==> config.mk <==
export PLATFORM = sky130hd
export DESIGN_NAME = t_ff_counter_ctrl_flat
export DESIGN_NICKNAME = d
export VERILOG_FILES = /design/src/rtl/t_ff_counter_ctrl_if.sv /design/src/rtl/t_ff_counter_ctrl.sv /design/src/flat_wrapper.sv
export SDC_FILE = /design/constraint.sdc
export NUM_CORES = 1
export LEC_CHECK = 0
export ABC_AREA = 0
export CAP_MARGIN = 25
export CORE_MARGIN = 1.5
export CORE_UTILIZATION = 45
export DETAILED_ROUTE_END_ITERATION = 10
export PLACE_DENSITY = 0.73
export SLEW_MARGIN = 40
export SYNTH_ARGS = -nofsm -noshare
export SYNTH_HDL_FRONTEND = slang
export SYNTH_SLANG_ARGS = --single-unit
==> constraint.sdc <==
create_clock -name clk -period 2.2 [get_ports clk]
set_clock_uncertainty 0.2 [all_clocks]
set_input_delay 0.22 -clock clk [delete_from_list [all_inputs] [get_ports clk]]
set_output_delay 0.22 -clock clk [all_outputs]
set_load 0.02 [all_outputs]
==> src/rtl/t_ff_counter_ctrl_if.sv <==
// t_ff_counter_ctrl_if: control and status bundle between the sequencer, its controller and the T-FF bank
interface t_ff_counter_ctrl_if #(parameter int WIDTH = 4);
  logic start, stop, oneshot, up;
  logic [WIDTH-1:0] t_out, q;
  logic tc, busy, done;
  modport master(output start, stop, oneshot, up, input t_out, q, tc, busy, done);
  modport slave(input start, stop, oneshot, up, output t_out, q, tc, busy, done);
endinterface

==> src/rtl/t_ff_counter_ctrl.sv <==
// t_ff_counter_ctrl: toggle-vector sequencer driving a WIDTH-bit T-FF bank as a mod-MODULUS up/down counter
module t_ff_counter_ctrl #(
  parameter int WIDTH = 4,
  parameter int MODULUS = 10
) (
  input logic clk,
  input logic clr,
  t_ff_counter_ctrl_if.slave bus
);
  if (MODULUS < 2 || MODULUS > (1 << WIDTH)) begin : g_bad_modulus
    $fatal(1, "t_ff_counter_ctrl: MODULUS out of range");
  end
  localparam logic [1:0] S_IDLE = 2'd0;
  localparam logic [1:0] S_RUN = 2'd1;
  localparam logic [1:0] S_DONE = 2'd2;
  localparam logic [WIDTH-1:0] MAX = WIDTH'(MODULUS - 1);
  logic [1:0] state, state_nx;
  logic [WIDTH-1:0] q, nxt, init, t_out;
  logic dir_r, os_r, go, tc;
  // wrap is explicit so MODULUS below 2**WIDTH never relies on overflow
  assign nxt = dir_r ? (q == MAX ? '0 : q + 1'b1) : (q == '0 ? MAX : q - 1'b1);
  assign init = bus.up ? '0 : MAX;
  assign go = state == S_IDLE && !bus.stop && bus.start;
  assign tc = state == S_RUN && (dir_r ? q == MAX : q == '0);
  always_comb begin
    t_out = go ? q ^ init : (state == S_RUN && !bus.stop) ? q ^ nxt : '0;
    state_nx = state == S_IDLE ? (go ? S_RUN : S_IDLE)
             : state == S_RUN ? (bus.stop ? S_IDLE : (tc && os_r ? S_DONE : S_RUN))
             : S_IDLE;
  end
  always_ff @(posedge clk or negedge clr) begin
    if (!clr) begin
      state <= S_IDLE;
      q <= '0;
      dir_r <= 1'b1;
      os_r <= 1'b0;
    end else begin
      state <= state_nx;
      q <= q ^ t_out;
      if (go) begin
        dir_r <= bus.up;
        os_r <= bus.oneshot;
      end
    end
  end
  assign bus.t_out = t_out;
  assign bus.q = q;
  assign bus.tc = tc;
  assign bus.busy = state == S_RUN;
  assign bus.done = state == S_DONE;
endmodule

==> src/flat_wrapper.sv <==
// flat-port wrapper written by rule: the top's interface ports become plain ports
module t_ff_counter_ctrl_flat 
#(
  parameter int WIDTH = 4,
  parameter int MODULUS = 10
)
  (clk, clr, bus_start, bus_stop, bus_oneshot, bus_up, bus_t_out, bus_q, bus_tc, bus_busy, bus_done);
  t_ff_counter_ctrl_if #(.WIDTH(WIDTH)) bus_i ();
  input logic clk;
  input logic clr;
  input wire logic [$bits(bus_i.start)-1:0] bus_start;
  input wire logic [$bits(bus_i.stop)-1:0] bus_stop;
  input wire logic [$bits(bus_i.oneshot)-1:0] bus_oneshot;
  input wire logic [$bits(bus_i.up)-1:0] bus_up;
  output wire logic [$bits(bus_i.t_out)-1:0] bus_t_out;
  output wire logic [$bits(bus_i.q)-1:0] bus_q;
  output wire logic [$bits(bus_i.tc)-1:0] bus_tc;
  output wire logic [$bits(bus_i.busy)-1:0] bus_busy;
  output wire logic [$bits(bus_i.done)-1:0] bus_done;
  assign bus_i.start = bus_start;
  assign bus_i.stop = bus_stop;
  assign bus_i.oneshot = bus_oneshot;
  assign bus_i.up = bus_up;
  assign bus_t_out = bus_i.t_out;
  assign bus_q = bus_i.q;
  assign bus_tc = bus_i.tc;
  assign bus_busy = bus_i.busy;
  assign bus_done = bus_i.done;
  t_ff_counter_ctrl #(.WIDTH(WIDTH), .MODULUS(MODULUS)) u_core (.clk(clk), .clr(clr), .bus(bus_i));
endmodule
==> results of run 1 <==
-- cell type report --
class                           count  area, µm²  area share
Inverter                            2       7.51     0.00663
Sequential cell                     8        201       0.178
Timing Repair Buffer               36        322       0.284
Clock buffer                        4       26.3      0.0232
Multi-Input combinational cell     64        557       0.492
Tap cell                           15       18.8      0.0166
-- routing by layer --
layer  vias to the layer above  GRT usage
li1                        353          -
met5                         -          0
met3                        16     0.0870
met1                       388      0.399
met4                         0      0.145
met2                        54      0.551
-- placed cells by master, fill, tap and decap left out, drive strengths merged --
master          n
ha              3
buf            25
nand3           1
nor2            8
nand4           1
o32ai           1
mux2i           1
xnor2           1
or4b            1
o211ai          2
nor3b           1
and3            1
a22o            1
dfrtp           7
inv             2
a21o            1
o22ai           4
o21a            1
nor4b           1
a31oi           1
or3b            2
a21oi           2
or2             2
o22a            1
and2            2
o211a           1
nand2          13
nand2b          1
dfstp           1
nor2b           2
a221oi          1
o21ai           4
nor3            1
clkbuf          4
and3b           1
a211oi          1
clkdlybuf4s50  11
-- where the power goes --
part | total [mW] | leakage [nW] | switching, mW | internal (mW)
Clock | 0.134 | 0.0150 | 0.0645 | 0.0697
Sequential | 0.273 | 0.0983 | 0.0734 | 0.200
Combinational | 1.23 | 0.390 | 0.624 | 0.609
Total | 1.64 | 0.503 | 0.761 | 0.878
-- sequential cells by signal, indices dropped and copies added, names as in the netlist --
name          count
u_core.os_r       1
u_core.bus.q      4
u_core.state      2
u_core.dir_r      1
-- cell families after synthesis --
logic type / Yosys count / share of synthesized area
AND/OR/NAND/NOR: 38 / 0.322
AO/OA/AOI/OAI: 21 / 0.236
flip-flops: 8 / 0.307
buffers and inverters: 7 / 0.0495
adder cells (fa/ha/maj): 3 / 0.0571
XOR/XNOR: 1 / 0.0133
multiplexers: 1 / 0.0152
-- worst max-delay path: cells and delay by family (launching register included) --
kind,cells,cell delay [ns]
fa+ha+maj,1,0.16
simple gates,1,0.41
flops,1,0.41
buf+inv,3,0.38
compound gates,2,0.22
-- what timing repair did --
item | in CTS | in global routing
gates resized for setup | 43 | 14
setup buffers | 1 | 1
endpoints found under the setup margin | 5 | 5
pin swaps | 4 | 8
-- worst paths after layout --
path,from,endpoint,slack [ns],cells after the start
max in group asynchronous,clr,u_core.dir_r,1.43,1
hold reg to reg,u_core.os_r,u_core.os_r,0.31,2
hold / removal,clr,u_core.bus.q[1],0.03,1
min in group clk,bus_oneshot,u_core.os_r,0.30,3
setup / recovery,u_core.bus.q[0],bus_t_out[0],-0.08,7
setup reg to reg,u_core.state[0],u_core.bus.q[3],0.29,6
==> run summary, run 1 <==
After detailed routing, the number of vias per cell comes to 6.29. By count the netlist is led by nand2_1, dfrtp_1, nor2_1, buf_2. The maximum buffer depth of the clock tree is 2.

At the pin with the least slew margin, the transition time is approximately 0.4 ns. For this run the aggregate overflow at the end of global routing stands at 0. The global-route wire length before repair came out at approximately 3.5 mm. The number of clock buffers inserted by TritonCTS is 3. The placeable core region is 0.00133 mm². By instance count, the leading cell after synthesis is nand2_1.

The share of synthesized area in the top cell type comes to 0.267. The number of buffers added on ports is 16. The maximum vdd drop came out at ~0.97 mV. The relative area change from synthesis to final layout is 72.4%. The cell total after placement is around 120. The design draws 1.64 mW. Of the synthesized area, sequential elements account for 0.307. The post-DP HPWL came out at 1.52 mm. The average cell area after synthesis came out at 8.31 µm². The timing-limited maximum frequency came out at around 0.44 GHz. The final critical-path required period came out at 2.28 ns. In the global route stage, overall resource usage came out at 0.333. Sorting the synthesized cells by area gives the leading types as dfrtp_1, nand2_1, ha_1, dfstp_2, nor2_1. The later pin in the worst-skew pair is clocked with a latency of 0.27 ns. The count of cells in the finished layout, fillers not included, comes to 129. The gate count after technology mapping came out at between 70 and 80. Of the cells placed in the final design, the portion with a size suffix greater than 1 is 0.465. At the worst endpoint, the required time is between 1.5 and 2 ns.

For this run, the leading register cell type out of synthesis is dfrtp_1. The synthesized design spends more area on one cell type than any other, namely dfrtp_1. Yosys mapped a number of flops with a built-in enable equal to 0. The path category of the worst min-delay check is input port to asynchronous set/reset pin. The total setup violations reported at the end of the flow is 4. TritonCTS built the clock tree. The post-place instance area came out at 950 µm². The worst path setup slack after routing came out at -0.0776 ns.

The maximum number of pins on one net before global-route repair is 10. The I/O pin count came out at 17. The die covers 0.00170 mm². The detailed-route wire length on metal 1 is approximately 1.1 mm. Hold is met by 0.0263 ns. The checks that failed: negative setup slack.

The worst setup path is captured at an output pin. The number of global-route vias before repair came to roughly 750. The final instance area came out at about 0.0011 mm².

Data arrives at the worst endpoint at 1.86 ns. The H-tree depth reported by CTS came out at 1. By instance count, the cell type seen most on the critical path is buf_6.

In the final routed layout, each cell accounts on average for 20.7 µm. Setup repair after global routing could not meet its margin everywhere. The die height came out at 41.2 µm. The count of final max-slew check failures was 0. The power per standard cell area is 1450 mW/mm².

In the final timing run, aggregate negative setup slack is -0.220 ns. Row generation in the floorplan step produced 13 rows. The starting DRC count in detailed routing came out at 41.

The count of TritonRoute iterations in the first routing pass is 4. The normalized max-slew margin is 0.739. The number of clock sinks seen by CTS came out at 8. The worst stage delay on the critical path came out at slightly above 0.4 ns. Clock-pin slew was measured on the worst setup and hold paths at 0.08 ns. Routability-driven placement finished with a final weighted congestion of 0.908. The number of nets handed over by synthesis was 88. The count of final hold-check violations is 0. The slowest stage of the critical path belongs to the cell dfrtp_1. For this block, the via count after detailed routing is 811. The count of antenna diodes in the layout came out at 0.

The critical setup path kind is flip-flop to output pin. The synthesized netlist contains 39 unique library cells. The leakage component of the power came out at 0.503 nW. The net count of the finished layout is between 100 and 150. Detailed routing placed a total of 1.34 mm of wire on met2. STA classifies the critical path startpoint as a flip-flop. At the placement stage, the worst setup path has a slack of -0.445 ns. The filler cell count came out at 66. The tree is rooted in a clkbuf_4. The number of nets still failing antenna checks after routing is 0.

The run finished, with violations left. The number of buffers inserted by hold repair at cts came out at 0. The total of warnings raised by yosys came out at 0. The number of antenna violations at the first check in global routing is 0. For this block, the routed nets add up to 2.67 mm of wire. After detailed routing, no signal wire sits above met4.

The maximum net fanout on the critical path is 3. The synthesized flop and latch total came out at 8. The proportion of synthesized flip-flops having asynchronous set or reset came out at 1.00. Traced cell by cell, the critical path runs through inv_2, ha_4, or3b_4, a21oi_4, buf_6, o22ai_4, buf_6. The die is 41.2 µm wide. The max-capacitance violation count is 0.

The initial cell density of the core is 0.492. The wire length on met3 came out at ~170 µm. The DRC violations left came out at 0.

Dividing the final minimum period by the clock period gives 1.04. The mapped cell area came out at 657 µm². The final core utilization came out at 0.849.
Power figures use the tool's default switching activity.
==> run 2, diff against run 1 <==
Settings changed: GPL_TIMING_DRIVEN from default to 0.
==> run summary, run 2 (synthesized netlist as in run 1, its figures left out) <==
The starting DRC count in detailed routing came out at 26 (-37%). The total via count after detailed routing came out at 806 (-0.62%). The horizontal die dimension is 41.2 µm (unchanged). The overall overflow remaining after global route is 0 (unchanged). The global-route wire length before repair came out at 2.62 mm (-26%). The summed negative setup slack over all endpoints is -0.198 ns (+0.0222 ns). The number of clock buffers inserted by TritonCTS came to 3 (unchanged).

The per-cell routed wire length came out at 18.4 µm (-11%). The flip-flop count of the largest register, all copies and words added came out at 4 (unchanged). The post-DP HPWL came out at 1.09 mm (-28%). STA classifies the critical path startpoint as a flip-flop. The number of buffers added on ports came out at 16 (unchanged). The ratio of cells with drive above 1 in the final layout is 0.450 (-0.0145).

The cell depth of the worst flop-to-flop path is 7 (+1). The final critical-path required period is 2.27 ns (-0.0118 ns). In this run the clock root is driven by a clkbuf_4. The number of antenna violations at the first check in global routing is 0 (unchanged). The overall routing resource usage is 0.251 (-0.0820). The cell total after placement came out at 110 (-11%). The count of final hold-check violations is 0 (unchanged). The H-tree depth reported by CTS is 1 (unchanged). The timing-limited maximum frequency came out at 0.441 GHz (+0.52%). The number of clock sinks seen by CTS came out at 8 (unchanged). The maximum vdd drop came out at 0.952 mV (-2.4%). The largest registers in the layout are u_core.bus.q (4), u_core.state (2). The maximum buffer depth of the clock tree was 2 (unchanged). The count of TritonRoute iterations in the first routing pass came out at 5 (+1). The maximum number of pins on one net before global-route repair is 11 (+1). The die area came to 0.00170 mm² (unchanged).

The final weighted congestion in routability-driven placement is 0.810 (-11%). The flow ran to the end, but the final reports show violations. The number of global-route vias before repair came to 562 (-25%).

The worst path setup slack after routing is -0.0658 ns (+0.0118 ns). The maximum net fanout on the critical path came out at 5 (+2). The worst stage delay on the critical path came out at 0.45 ns (+0.04 ns). Walking the worst path, the cells encountered are inv_2, ha_4, or3b_4, a21oi_4, o22ai_1, buf_4. u_core.bus.q holds more flip-flops than any other register. The post-place instance area came out at 840 µm² (-12%). The via density per instance came to 6.40 (+1.7%). The leakage component of the power is 0.469 nW (-6.9%). The worst setup path is of the flip-flop to output pin kind. The relative area change from synthesis to final layout came out at 60.0%. Setup repair after global routing could not meet its margin everywhere.

The routing usage on met3 is 0.109 (+0.0217). The arrival time at the worst endpoint came out at 1.85 ns (about the same). The count of final max-slew check failures came out at 0 (unchanged). The number of buffers inserted by hold repair at cts is 0 (unchanged). The endpoint type of the worst setup path is an output pin. The total setup violations reported at the end of the flow is 4 (unchanged).

The final net count came out at 121 (-2.4%). The required time of the worst setup path came out at 1.78 ns (about the same). The final instance area came out at 0.00105 mm² (-7.2%).

The power per standard cell area is 1380 mW/mm² (-5.0%). The normalized max-slew margin is 0.675 (-0.0639). The filler-free cell count of the finished design came to 126 (-2.3%). The critical path's slowest cell is dfrtp_2. The global routing stage identified its most utilized layer as met2.

The worst slack on hold paths is 0.0205 ns (-0.00584 ns). The met1 track demand over resource is 0.301 (-0.0980). TritonCTS built the clock tree. The number of nets still failing antenna checks after routing is 0 (unchanged). The max-capacitance violation count is 0 (unchanged). The placeable core region was 0.00133 mm² (unchanged). The final critical-path share of the clock period is 1.03 (-0.00534). The initial cell density of the core was 0.492 (unchanged). The post-CTS clock slew at the launch and capture registers of the worst setup and hold paths is 0.07 ns (about the same). The worst setup slack for register-to-register paths came out at 0.32 ns (+0.03 ns). In the layout the commonest cells are buf_4, nand2_1, clkdlybuf4s50_1.

The transition time of the tightest slew-check pin came out at 0.486 ns (+0.0950 ns). The number of cell rows is 13 (unchanged). Leaving out fill and tap cells, the most frequent cell in the layout is buf_4. The overall routed net length came out at 2.32 mm (-13%). The die height is 41.2 µm (unchanged). The DRC violations left is 0 (unchanged). The later-pin clock latency in the skew report is 0.28 ns (about the same). The met2 global-route usage is 0.406 (-0.145).

The tightest min-delay check is of the input port to asynchronous set/reset pin type. The count of antenna diodes in the layout is 0 (unchanged). The I/O pin count came out at 17 (unchanged). The checks that failed: negative setup slack.
[run 2: cell count changes in the layout (fill, tap and decap cells not counted), moves of 2 or more]
cell and change:
buf_6 -5, dfrtp_1 -4, dfrtp_2 +4, ha_4 -2
[run 2: worst paths after layout]
check                                  end       startpoint
min reg2reg                    u_core.os_r      u_core.os_r
min                        u_core.bus.q[3]              clr
max                           bus_t_out[0]  u_core.bus.q[0]
max reg2reg                u_core.bus.q[0]  u_core.bus.q[0]
min in group clk               u_core.os_r      bus_oneshot
max in group asynchronous     u_core.dir_r              clr
[run 2: metal layers]
| layer | part of all wire | vias to the layer above |
|---|---|---|
| met3 | 0.093 | 14 |
| met5 | 0 | - |
| met2 | 0.47 | 59 |
| met1 | 0.42 | 383 |
| met4 | 0.023 | 0 |
| li1 | - | 350 |
[run 2: per-stage QoR]
| step | worst slack (ns) | util | power (mW) |
|---|---|---|---|
| after CTS | -0.0317 | 0.731 | 1.26 |
| final | -0.0658 | 0.788 | 1.45 |
| after global routing | -0.0908 | 0.788 | 1.50 |
| after floorplan | 0.0721 | - | 0.723 |
| after global placement | -0.548 | 0.629 | 0.957 |
| after detailed placement | -0.573 | 0.629 | 0.963 |
[run 2: where the power goes]
| group | leakage, nW | internal [mW] | total [mW] | switching, mW |
|---|---|---|---|---|
| clock | 0.0150 | 0.0701 | 0.135 | 0.0648 |
| sequential | 0.0928 | 0.203 | 0.262 | 0.0581 |
| combinational | 0.361 | 0.505 | 1.05 | 0.545 |
[run 2: cell type report]
cell class	instances	area, µm²
plain buffers	4	25.0
clock buffers	4	26.3
fillers	82	283
inverters	2	10.0
multi-input cells	64	513
flip-flops and latches	8	206
well taps	15	18.8
repair buffers	29	251
[run 2: worst max-delay path, delay by kind of cell (launching register included)]
family                   cells  cell delay [ns]
adder cells (fa/ha/maj)      1             0.16
flip-flops                   1             0.45
AO/OA/AOI/OAI                2             0.29
buffers and inverters        2             0.28
AND/OR/NAND/NOR              1             0.41
[run 2: timing repair]
action / CTS / global route
pin swaps: 8 / 6
setup endpoints to repair: 5 / 5
resized for setup: 41 / 16
setup buffers: 7 / 6
==> run 3, diff against run 2 <==
Settings changed: CELL_PAD_IN_SITES_DETAIL_PLACEMENT from default to 1, CELL_PAD_IN_SITES_GLOBAL_PLACEMENT from default to 2, CORE_UTILIZATION 45 to 27, PLACE_DENSITY 0.73 to 0.75.
==> run summary, run 3 (synthesized netlist as in run 1, its figures left out) <==
The leakage component of the power is 0.498 nW (+6.3%). The later-pin clock latency in the skew report came out at 0.27 ns (about the same). The die area came out at 0.00274 mm² (+61%). The power per standard cell area is 1330 mW/mm² (-3.3%). The max-capacitance violation count came out at 0 (unchanged).

The number of global-route vias before repair came out at 776 (+38%). The min-delay analysis places its worst path in the category input port to asynchronous set/reset pin. The H-tree depth reported by CTS came out at 1 (unchanged). The final critical-path required period came out at 2.25 ns (-0.0124 ns). The checks that failed: negative setup slack.

The number of buffers and inverters on the critical path is 2 (unchanged). The DRC violations left is 0 (unchanged). Among all stages on the critical path, the largest delay is contributed by dfrtp_2. Leaving out fill and tap cells, the most frequent cell in the layout is buf_4.

The cell sitting at the root of the clock tree is a clkbuf_4. The global-route wire length before repair is 3.84 mm (+47%). The arrival time at the worst endpoint came out at 1.83 ns (-0.02 ns). The final weighted congestion in routability-driven placement is 0.705 (-13%). The worst stage delay on the critical path is 0.45 ns (about the same). The number of cell rows is 17 (+4). The flow ran to the end, but the final reports show violations.

Setup repair after global routing could not meet its margin everywhere. The relative area change from synthesis to final layout is 71.8%. The kind of start point of the critical path is a flip-flop.

The ratio of cells with drive above 1 in the final layout is 0.479 (+0.0282). The flip-flop count of the largest register, all copies and words added came out at 4 (unchanged). The worst path setup slack after routing is -0.0534 ns (+0.0124 ns). The maximum buffer depth of the clock tree came out at 2 (unchanged). The total setup violations reported at the end of the flow is 2 (-2). Ranked by flip-flop count, first place goes to u_core.bus.q.

The die height came out at 52.3 µm (+27%). TritonCTS built the clock tree. The total via count after detailed routing was 753 (-6.6%).

The per-cell routed wire length came out at 17.1 µm (-7.0%). The maximum net fanout on the critical path was 5 (unchanged). The via density per instance is 5.19 (-19%). The overall routing resource usage is 0.198 (-0.0521). The transition time of the tightest slew-check pin came out at 0.439 ns (-0.0465 ns). The maximum number of pins on one net before global-route repair was 11 (unchanged). The number of clock buffers inserted by TritonCTS was 3 (unchanged). The number of antenna violations at the first check in global routing is 0 (unchanged). The count of TritonRoute iterations in the first routing pass came out at 4 (-1). The count of antenna diodes in the layout is 0 (unchanged).

The endpoint type of the worst setup path is an output pin. The maximum vdd drop came out at 0.626 mV (-34%). The required time of the worst setup path came out at 1.78 ns (about the same). The count of final max-slew check failures is 0 (unchanged). The overall overflow remaining after global route came out at 0 (unchanged). The critical setup path kind is flip-flop to output pin.

The final net count was 127 (+5.0%). Grouping stages by cell kind, the critical path spends the most delay in flip-flops. In the layout the commonest cells are buf_4, nand2_1, clkdlybuf4s50_1. The I/O pin count is 17 (unchanged). The final critical-path share of the clock period was 1.02 (-0.00565). The post-place instance area is 856 µm² (+1.9%). The starting DRC count in detailed routing was 11 (-58%).

The initial cell density of the core is 0.291 (-0.201). The number of nets still failing antenna checks after routing came out at 0 (unchanged). The worst slack on hold paths came out at 0.0577 ns (+0.0373 ns).

The normalized max-slew margin is 0.706 (+0.0315). The signal on the critical path passes through inv_4, ha_4, or3b_4, a21oi_4, o22ai_1, buf_4. The count of final hold-check violations came to 0 (unchanged).

The setup slack at placement came out at -0.599 ns (-0.0260 ns). In the final layout, the registers with the most flip-flops are u_core.bus.q (4), u_core.state (2). The final instance area came out at 0.00113 mm² (+7.4%). The placeable core region was 0.00225 mm² (+69%). The number of buffers added on ports is 16 (unchanged). The post-DP HPWL was 1.43 mm (+32%). The number of clock sinks seen by CTS came out at 8 (unchanged). The overall routed net length is 2.48 mm (+7.0%). The horizontal die dimension came out at 52.3 µm (+27%).

The timing-limited maximum frequency came out at 0.444 GHz (+0.55%). The post-CTS clock slew at the launch and capture registers of the worst setup and hold paths came out at 0.07 ns (about the same).
## run 3: cell type report
class / count / area (µm²)
fillers: 276 / 1130
multi-input cells: 64 / 527
repair buffers: 35 / 297
flip-flops and latches: 8 / 205
well taps: 28 / 35.0
plain buffers: 4 / 28.8
clock buffers: 4 / 26.3
inverters: 2 / 10.0
## run 3: final timing paths
path	from	endpoint	slack, ns	cells past startpoint
max in group asynchronous	clr	u_core.dir_r	1.41	1
worst max register to register	u_core.state[1]	u_core.bus.q[0]	0.31	5
worst min-delay path	clr	u_core.bus.q[3]	0.06	1
worst max-delay path	u_core.bus.q[1]	bus_t_out[0]	-0.05	6
min in group clk	bus_oneshot	u_core.os_r	0.28	3
worst min register to register	u_core.os_r	u_core.os_r	0.31	2
## run 3: worst reg2reg max path, cell delays in order (launching register included)
cell     delay [ns]
dfrtp_2        0.43
or4b_4         0.57
buf_4          0.17
buf_4          0.13
o22a_1         0.21
o22ai_2        0.11
## run 3: per-stage QoR
stage / power [mW] / setup TNS (ns) / std cells / utilization
floorplan: 0.723 / 0 / 79 / -
global placement: 0.982 / -2.47 / 123 / 0.380
detailed placement: 0.991 / -2.48 / 123 / 0.380
CTS: 1.39 / -0.0217 / 144 / 0.478
global route: 1.60 / -0.336 / 145 / 0.501
finish: 1.50 / -0.0963 / 145 / 0.501
## run 3: where the power goes
part	total (mW)	switching [mW]	internal, mW
Combinational	1.10	0.546	0.558
Sequential	0.261	0.0580	0.203
Clock	0.137	0.0664	0.0703
## run 3: what timing repair did
| action | CTS | global route |
|---|---|---|
| hold buffers | 0 | 0 |
| endpoints found under the setup margin | 5 | 5 |
| gates resized for setup | 48 | 10 |
| buffers inserted | 17 | 2 |
| pin swaps | 7 | 3 |
## run 3: metal layers
| metal | vias up | routed length, µm | track usage | part of all wire |
|---|---|---|---|---|
| li1 | 360 | - | - | - |
| met1 | 379 | 1120 | 0.243 | 0.45 |
| met2 | 12 | 1270 | 0.327 | 0.51 |
| met3 | 2 | 79 | 0.0371 | 0.032 |
| met4 | 0 | 17 | 0.103 | 0.0068 |
| met5 | - | 0 | 0 | 0 |
